`src/rtl/ublock_ti_pkg.sv`:
```
// Shared constants, share-pair payload type and the F/G decomposition tables for the TI S-box layer.
package ublock_ti_pkg;

  localparam int unsigned SBOX_W   = 4;
  localparam int unsigned N_SHARES = 2;
  localparam int unsigned GUARD_W  = 4;
  localparam int unsigned N_MONO   = 1 << SBOX_W;

  // One nibble in two shares
  typedef struct packed {
    logic [SBOX_W-1:0] s1;
    logic [SBOX_W-1:0] s0;
  } nib_shares_t;

  // Per-output-bit ANF coefficient vectors (bit m set -> monomial with variable mask m present)
  typedef logic [SBOX_W-1:0][N_MONO-1:0] anf_t;

  // uBlock S-box truth table, entry x at index x
  localparam logic [N_MONO-1:0][SBOX_W-1:0] SBOX_LUT = {
    4'h5, 4'h2, 4'h3, 4'h0, 4'h6, 4'h1, 4'hE, 4'hF,
    4'h8, 4'hD, 4'hA, 4'hB, 4'hC, 4'h9, 4'h4, 4'h7
  };

  // Unshared reference S-box
  function automatic logic [SBOX_W-1:0] sbox_ref(input logic [SBOX_W-1:0] x);
    return SBOX_LUT[x];
  endfunction

  // Quadratic Toffoli-style first stage; it is an involution, so S = G o F with G = S o F
  function automatic logic [SBOX_W-1:0] f_map(input logic [SBOX_W-1:0] x);
    return {x[3] ^ (x[2] & x[1]), x[2:0]};
  endfunction

  // Second stage completes the S-box
  function automatic logic [SBOX_W-1:0] g_map(input logic [SBOX_W-1:0] y);
    return SBOX_LUT[f_map(y)];
  endfunction

  // Moebius transform of a stage's truth table into its ANF
  function automatic anf_t anf_of(input logic stage_g);
    anf_t              c;
    logic [SBOX_W-1:0] v;
    c = '0;
    for (int m = 0; m < int'(N_MONO); m++) begin
      for (int s = 0; s < int'(N_MONO); s++) begin
        if ((s & ~m) == 0) begin
          v = stage_g ? g_map(SBOX_W'(s)) : f_map(SBOX_W'(s));
          for (int b = 0; b < int'(SBOX_W); b++) begin
            c[b][m] = c[b][m] ^ v[b];
          end
        end
      end
    end
    return c;
  endfunction

  localparam anf_t F_ANF = anf_of(1'b0);
  localparam anf_t G_ANF = anf_of(1'b1);

  // Evaluate an ANF on a 2-share input: every monomial is expanded into its
  // share-product terms; the all-share1 term goes to share 1, all others to share 0.
  // The unmasked value is never formed.
  function automatic nib_shares_t shared_eval(input anf_t             anf,
                                              input logic [SBOX_W-1:0] x0,
                                              input logic [SBOX_W-1:0] x1);
    nib_shares_t r;
    logic        term;
    r = '0;
    for (int b = 0; b < int'(SBOX_W); b++) begin
      for (int m = 0; m < int'(N_MONO); m++) begin
        if (anf[b][m]) begin
          if (m == 0) begin
            r.s0[b] = ~r.s0[b];
          end else begin
            for (int s = 0; s < int'(N_MONO); s++) begin
              if ((s & ~m) == 0) begin
                term = 1'b1;
                for (int k = 0; k < int'(SBOX_W); k++) begin
                  if (m[k]) term = term & (s[k] ? x1[k] : x0[k]);
                end
                if (s == m) r.s1[b] = r.s1[b] ^ term;
                else        r.s0[b] = r.s0[b] ^ term;
              end
            end
          end
        end
      end
    end
    return r;
  endfunction

endpackage

```
`src/rtl/shared_sbox_nibble.sv`:
```
// One 2-share F->G decomposed S-box: stage F registers re-masked F shares and
// the G guards, stage G registers re-masked G shares. en_i freezes every register.
module shared_sbox_nibble
  import ublock_ti_pkg::*;
(
  input  logic              clk,
  input  logic              rst_n,
  input  logic              en_i,
  input  logic [SBOX_W-1:0] a0_i,
  input  logic [SBOX_W-1:0] a1_i,
  input  logic [1:0]        gf_i,
  input  logic [1:0]        gg_i,
  output logic [SBOX_W-1:0] y0_o,
  output logic [SBOX_W-1:0] y1_o
);

  nib_shares_t       f_sh_c;
  nib_shares_t       g_sh_c;
  logic [SBOX_W-1:0] f0_d, f1_d, f0_q, f1_q;
  logic [1:0]        gg_d, gg_q;
  logic [SBOX_W-1:0] y0_d, y1_d, y0_q, y1_q;

  // Shared F on the input, then shared G on the stage-F registers; guards re-mask both shares equally
  always_comb begin
    f_sh_c = shared_eval(F_ANF, a0_i, a1_i);
    f0_d   = f_sh_c.s0 ^ {gf_i, gf_i};
    f1_d   = f_sh_c.s1 ^ {gf_i, gf_i};
    gg_d   = gg_i;
    g_sh_c = shared_eval(G_ANF, f0_q, f1_q);
    y0_d   = g_sh_c.s0 ^ {gg_q, gg_q};
    y1_d   = g_sh_c.s1 ^ {gg_q, gg_q};
  end

  // Pipeline registers, held while stalled
  always_ff @(posedge clk or negedge rst_n) begin
    if (!rst_n) begin
      f0_q <= '0;
      f1_q <= '0;
      gg_q <= '0;
      y0_q <= '0;
      y1_q <= '0;
    end else if (en_i) begin
      f0_q <= f0_d;
      f1_q <= f1_d;
      gg_q <= gg_d;
      y0_q <= y0_d;
      y1_q <= y1_d;
    end
  end

  assign y0_o = y0_q;
  assign y1_o = y1_q;

endmodule

```
`src/rtl/shared_sbox_layer.sv`:
```
// Parallel layer of 2-share TI S-boxes with valid/ready handshake, whole-pipeline
// stall and selectable guard source (external or neighbour chain).
module shared_sbox_layer
  import ublock_ti_pkg::*;
#(
  parameter int unsigned NUM_SBOX   = 32,
  parameter int unsigned GUARD_MODE = 0
) (
  input  logic                       clk,
  input  logic                       rst_n,
  input  logic                       in_valid,
  output logic                       in_ready,
  input  logic [SBOX_W*NUM_SBOX-1:0] in_share0,
  input  logic [SBOX_W*NUM_SBOX-1:0] in_share1,
  input  logic [SBOX_W*NUM_SBOX-1:0] guards_ext,
  input  logic [GUARD_W-1:0]         guard_seed,
  output logic                       out_valid,
  input  logic                       out_ready,
  output logic [SBOX_W*NUM_SBOX-1:0] out_share0,
  output logic [SBOX_W*NUM_SBOX-1:0] out_share1
);

  logic v1_d, v1_q, v2_d, v2_q;
  logic stall_c;
  logic unused_guards;

  // Only one guard source is consumed per configuration
  assign unused_guards = ^{guards_ext, guard_seed};

  // Stall and valid-flag advance
  always_comb begin
    stall_c  = v2_q & ~out_ready;
    in_ready = ~stall_c;
    v1_d     = v1_q;
    v2_d     = v2_q;
    if (!stall_c) begin
      v1_d = in_valid;
      v2_d = v1_q;
    end
  end

  // Valid flags
  always_ff @(posedge clk or negedge rst_n) begin
    if (!rst_n) begin
      v1_q <= 1'b0;
      v2_q <= 1'b0;
    end else begin
      v1_q <= v1_d;
      v2_q <= v2_d;
    end
  end

  assign out_valid = v2_q;

  // Guard routing and S-box instances
  for (genvar i = 0; i < int'(NUM_SBOX); i++) begin : g_sbox
    logic [GUARD_W-1:0] guard_c;

    if (GUARD_MODE == 0) begin : g_ext
      assign guard_c = guards_ext[GUARD_W*i +: GUARD_W];
    end else if (i < int'(NUM_SBOX) - 1) begin : g_chain
      assign guard_c = in_share0[SBOX_W*(i+1) +: SBOX_W];
    end else begin : g_seed
      assign guard_c = guard_seed;
    end

    shared_sbox_nibble u_nibble (
      .clk   (clk),
      .rst_n (rst_n),
      .en_i  (~stall_c),
      .a0_i  (in_share0[SBOX_W*i +: SBOX_W]),
      .a1_i  (in_share1[SBOX_W*i +: SBOX_W]),
      .gf_i  (guard_c[3:2]),
      .gg_i  (guard_c[1:0]),
      .y0_o  (out_share0[SBOX_W*i +: SBOX_W]),
      .y1_o  (out_share1[SBOX_W*i +: SBOX_W])
    );
  end

endmodule

```
`config.mk`:
```
export PLATFORM = sky130hd
export DESIGN_NAME = shared_sbox_layer
export DESIGN_NICKNAME = d
export VERILOG_FILES = /design/src/rtl/ublock_ti_pkg.sv /design/src/rtl/shared_sbox_nibble.sv /design/src/rtl/shared_sbox_layer.sv
export SDC_FILE = /design/constraint.sdc
export NUM_CORES = 2
export LEC_CHECK = 0
export BUFFER_PORTS_ARGS = -buffer_cell sky130_fd_sc_hd__buf_2
export CORE_ASPECT_RATIO = 1.75
export CORE_MARGIN = 8
export CORE_UTILIZATION = 29
export CTS_CLUSTER_DIAMETER = 50
export CTS_CLUSTER_SIZE = 30
export DETAILED_ROUTE_END_ITERATION = 8
export PLACE_DENSITY = 0.52
export SLEW_MARGIN = 20
export SYNTH_ARGS = -nofsm -noshare
export SYNTH_HDL_FRONTEND = slang
export SYNTH_SLANG_ARGS = --single-unit
```
`constraint.sdc`:
```
create_clock -name clk -period 2 [get_ports clk]
set_input_delay 0.4 -clock clk [delete_from_list [all_inputs] [get_ports clk]]
set_output_delay 0.4 -clock clk [all_outputs]
set_load 0.01 [all_outputs]
```
## Word level (Yosys, flattened, before mapping)

Index checks and enable logic that the tools add are counted.

| storage, ports and cells | value |
|---|---|
| bits of input ports | 392 |
| output and inout bits | 258 |
| logic and storage cells | 3173 |
| bits in registers | 578 |

| operators by class | value |
|---|---|
| bitwise logic cells | 3011 |

Operators with widths:

| kind | count |
|---|---|
| $xor 1x1->1 | 1792 |
| $and 1x1->1 | 1025 |
| $xor 4x4->4 | 128 |
| $not 1->1 | 66 |

## Depth between registers and ports, before layout

| logic depth | value |
|---|---|
| depth after elaboration | 18 |
| depth in mapped cells | 8 |
| depth with buffers taken out | 7 |

## Modules after synthesis

Synthesis repeated with hierarchy kept, for this count alone.

| second synthesis, totals | value |
|---|---|
| cells, all modules | 4549 |
| area, all modules | 43968.4 µm² |

Modules (own cells, without submodules):

| module | cells an instance | area each (µm²) | sequential area each (µm²) | instances |
|---|---|---|---|---|
| shared_sbox_nibble | 142 | 1371.3 | 450.4 | 32 |
| shared_sbox_layer | 5 | 86.3 | 50.0 | 1 |

## Least setup slack after synthesis

No wires, ideal clock.

| timing | value |
|---|---|
| kind | register -> register |
| start | register g_sbox[15].u_nibble.f0_q[1] |
| end | register g_sbox[15].u_nibble.y0_q[1] |
| buffers on the path | 0 |
| setup time | 130 ps |
| setup slack | -3 ps |
| clock period less this slack | 2003 ps |
| cell stages (with the launch flop) | 7 |
| arrival | 1874 ps |
| required time | 1870 ps |
| cells stage by stage | dfrtp_1 > ha_1 > xor3_2 > xor3_1 > xnor2_1 > xnor2_1 > o21ai_1 |

| between the ends | value |
|---|---|
| cells in the longest elaborated chain, start to end | 17 |
| elaborated cells on any way between the ends | 21 |
| those cells by class | 21 x bitwise |

Ends and longest elaborated chain:

| item | RTL line | RTL |
|---|---|---|
| start: declaration | shared_sbox_nibble.sv:19 | `logic [SBOX_W-1:0] f0_d, f1_d, f0_q, f1_q;` |
| start signal: assignment | shared_sbox_nibble.sv:37 | `f0_q <= '0;` |
| start signal: assignment | shared_sbox_nibble.sv:43 | `f0_q <= f0_d;` |
| $xor 1x1->1 or $and 1x1->1 (tied branches) | ublock_ti_pkg.sv:82, ublock_ti_pkg.sv:79 |  |
| $xor 1x1->1 (8 in series) | ublock_ti_pkg.sv:82 | `else r.s0[b] = r.s0[b] ^ term;` |
| $xor 1x1->1 (*) (7 in series) | ublock_ti_pkg.sv:82 |  |
| $xor 4x4->4 (*) | shared_sbox_nibble.sv:30 | `y0_d = g_sh_c.s0 ^ {gg_q, gg_q};` |
| end signal: assignment | shared_sbox_nibble.sv:46 | `y0_q <= y0_d;` |
| end: declaration | shared_sbox_nibble.sv:21 | `logic [SBOX_W-1:0] y0_d, y1_d, y0_q, y1_q;` |

Mark *: on every way between the ends. The rest lies on a longest branch, timed or not.
A chain may end at the register's enable or synchronous reset.

## Final worst setup path

| timing | value |
|---|---|
| start | register g_sbox[24].u_nibble.f0_q[2] |
| end | register g_sbox[24].u_nibble.y0_q[1] |

| between the ends | value |
|---|---|
| cells in the longest elaborated chain, start to end | 14 |
| elaborated cells on any way between the ends | 19 |
| those cells by class | 19 x bitwise |

Ends and longest elaborated chain:

| item | RTL line | RTL |
|---|---|---|
| start: declaration | shared_sbox_nibble.sv:19 |  |
| start signal: assignment | shared_sbox_nibble.sv:37 |  |
| start signal: assignment | shared_sbox_nibble.sv:43 |  |
| $and 1x1->1 | ublock_ti_pkg.sv:79 | `if (m[k]) term = term & (s[k] ? x1[k] : x0[k]);` |
| $xor 1x1->1 (11 in series) | ublock_ti_pkg.sv:82 |  |
| $xor 1x1->1 (*) | ublock_ti_pkg.sv:82 |  |
| $xor 4x4->4 (*) | shared_sbox_nibble.sv:30 |  |
| end signal: assignment | shared_sbox_nibble.sv:46 |  |
| end: declaration | shared_sbox_nibble.sv:21 |  |

Marks and branches as above.

==> results.toml <==
[route]
drt_iter0_markers = 1550
met1_wirelength_um = 53400
vias = 34900
max_layer_used = "met5"
routed_wire_length_um = 128000
drt-pass1-iter-count = 5
avgRoutedWirePerCell_um = 16.7
vias_per_cell = 4.56
detailed_route_drc_error_count = 0
met2_length_um = 63100
ant_nets = 0
met3_length_um = 8030

[global_routing]
grt.total_usage = 0.159
global_route_wire_length_before_repair_um = 200000
first_global_vias = 35800
grt_antenna_before_repair = 20
grt.overflow.total = 0
grt_start_max_net_pins = 86

[timing]
finalSetupViolations = 0
timing.final.crit_period_ps = 1960
rsz0062_at_grt = "yes"
worst_pin_slew_ps = 570
number_of_hold_slack_violations_in_the_final_timing_report = 0
final.setup.tns_ps = 0
clock_skew_ps = 39.0
max_freq_mhz = 510
final.hold.worst_slack_ps = 62.2
final-max-slew-violation-count = 0
final_min_period_over_clock_period = 0.981
relSlewSlack = 0.620

[cells_and_area]
stdcell_count = 7661
final_layout_size_suffix_gt1_frac = 0.192
finalCoreUtilization = 0.364
num-fill-cells = 14800
final_nets = 6183
area.growth.synth_to_final_pct = 24.9

[critical_path]
timing.critical_path.from_type = "register"
cp_slowest_cell = "or4b_1"
path_max_fanout = 2
critical_path_required_ps = 2540
max_stage_delay_ps = 450
crit_path_end_kind = "register"
cp_common_cell = "xor2_2"
arrival_ps = 2510
critPathKind = "reg2reg"
critical_path.cell_chain = "ha_4 -> xor2_2 -> xnor3_2 -> xor2_2 -> or4b_1 -> o211ai_1"

[power]
ir_worst_vdd_mv = 0.779
power.density_cell_area_nw_per_um2 = 1240
total_leakage_power_nw = 22.8

[synth]
synth.cell_area_um2 = 41900
synth.yosys.seq_area_share = 0.345
synthDominantCellAreaShare = 0.345
syn-num-nets = 5492
ys_types = 56
postSynthRegisterBits = 578
synth_async_sr_flop_share = 1.00
synth_cells = 5036
syn_area_per_cell_um2 = 8.32
yosysTopAreaCell = "dfrtp_1"
synth_top_flop_cell = "dfrtp_1"
synth-edff-count = 0
synthTopCellsByArea = "dfrtp_1, xnor2_1, xor2_1"
yosys_warnings = 0

[floorplan]
core_area_um2 = 144000
initial_standard_cell_utilization_of_the_core = 0.292
floorplan.rows = 184
die_w_um = 303
die_height_um = 519
pin_count = 650
die_area_um2 = 157000

[clock_tree]
cts_buffer_depth = 3
cts_inserted_buffers = 80
ctsHtreeMaxLevel = 3
insertion_delay_ps = 670
clock_sinks = 578
cts.reportedPaths.clkPinSlew_ps = 60
cts_tree = "yes"
cts_root_buffer = "clkbuf_16"

[placed_design]
io_buffer_count = 645
place.gp.congestion = 0.844
hpwl_um = 99400
numPlacedInstances = 7381

[run]
maxCapViolCount = 0

[worst_hold_path]
hold_wc_path_type = "in2reg"

[run_status]
status = "completed"
-- layout by cell type, fill, tap and decap left out, types with 24 or more instances in the layout --
cell and n:
o21ai_0 397, inv_1 66, ha_1 61, xnor2_1 852, buf_4 246, a31oi_1 24, xor2_1 465, dlygate4sd3_1 113
buf_2 644, clkbuf_16 80, nand2b_1 122, nor2_1 224, nand2_1 978, o21ai_1 133, dfrtp_1 573, buf_12 25
nand3_1 65, a22oi_1 36, nor2b_1 50, o22ai_1 38, mux2i_1 85, a21oi_1 231
-- cell usage after synthesis, types with 5 or more instances --
library cell	n
nand3_1	65
buf_1	31
nand2_1	978
and3b_1	11
ha_1	64
nand3b_1	11
o22ai_1	38
inv_1	66
o221ai_1	15
a21o_1	12
or3_1	16
a21oi_1	233
clkbuf_1	319
inv_2	14
mux2i_1	85
nand2b_1	122
nor2b_1	51
o21ai_1	133
a211o_1	15
mux2_2	15
o21ai_0	397
a22oi_1	36
xnor2_1	852
a32oi_1	5
buf_2	72
xnor3_1	17
dfrtp_1	578
xor2_1	467
nor2_1	224
a31oi_1	24
nor3b_1	16
o2bb2a_1	11
-- critical path: cells and delay by family, from the launching register on --
family	cells	cell delay, ps
adder cells (fa/ha/maj)	1	190
AND/OR/NAND/NOR	1	450
XOR/XNOR	3	730
flip-flops	1	420
AO/OA/AOI/OAI	1	100
-- power by group --
part           switching [mW]  internal, mW
Clock                    6.65          8.92
Sequential               3.93          15.5
Combinational            15.7          14.4
Total                    26.3          38.8
-- layer usage --
layer / vias to the layer above / track usage
met5: - / 0
met4: 20 / 0.0442
met3: 160 / 0.0382
met2: 758 / 0.283
met1: 16300 / 0.188
li1: 17700 / -
-- path summary, 6_finish.rpt --
check | start | end | slack, ps | cells after the start
max | g_sbox[24].u_nibble.f0_q[2] | g_sbox[24].u_nibble.y0_o[1] | 40 | 6
min | guards_ext[109] | g_sbox[27].u_nibble.gg_q[1] | 60 | 3
max reg2reg | g_sbox[24].u_nibble.f0_q[2] | g_sbox[24].u_nibble.y0_o[1] | 40 | 6
min reg2reg | v1_q | out_valid | 470 | 1
max in group asynchronous | rst_n | g_sbox[20].u_nibble.f1_q[2] | 890 | 4
min in group asynchronous | rst_n | g_sbox[29].u_nibble.gg_q[0] | 200 | 2
-- what timing repair did --
action | CTS | global route
setup buffers | 7 | 3
endpoints found under the setup margin | 2 | 8
pin swaps | 1 | 9
hold buffers | 113 | 0
gates cloned | 1 | 0
gates resized for setup | 1 | 18
endpoints found under the hold margin | 424 | 0
-- per-stage QoR --
stage	total power [mW]	setup slack, ps	cell area [um2]
final	65.1	38.5	52400
after global routing	70.0	-51.0	52300
after CTS	66.2	5.33	52200
after detailed placement	49.8	40.7	48100
after global placement	49.4	39.2	48100
after floorplan	39.3	13.3	41900
-- flip-flops by register name, indices dropped and copies added (netlist names) --
| name | flops |
|---|---|
| g_sbox.u_nibble.f0_q | 128 |
| g_sbox.u_nibble.f1_q | 128 |
| g_sbox.u_nibble.gg_q | 64 |
| g_sbox.u_nibble.y0_o | 128 |
| g_sbox.u_nibble.y1_o | 128 |
| out_valid | 1 |
| v1_q | 1 |
-- cell type report --
class	count	area [um2]	area share
antenna	7	17.5	0.000335
clock buffer	89	2100	0.0400
clock inverter	60	842	0.0161
inverter	80	313	0.00597
multi-input combinational	3953	25500	0.487
sequential	578	14500	0.276
tap	1860	2330	0.0445
timing repair buffer	1033	6780	0.129
timing repair inverter	1	8.76	0.000167
-- cells by family (layout without fill, tap and decap cells) --
| logic type | Yosys count | after routing | synth area share |
|---|---|---|---|
| buf+inv | 505 | 1263 | 0.0477 |
| fa+ha+maj | 65 | 65 | 0.0193 |
| simple gates | 1509 | 1509 | 0.153 |
| other cells | 0 | 7 | 0 |
| xor+xnor | 1340 | 1340 | 0.287 |
| mux | 100 | 100 | 0.0243 |
| compound gates | 939 | 939 | 0.123 |
| flops | 578 | 578 | 0.345 |
Power figures use the tool's default switching activity.
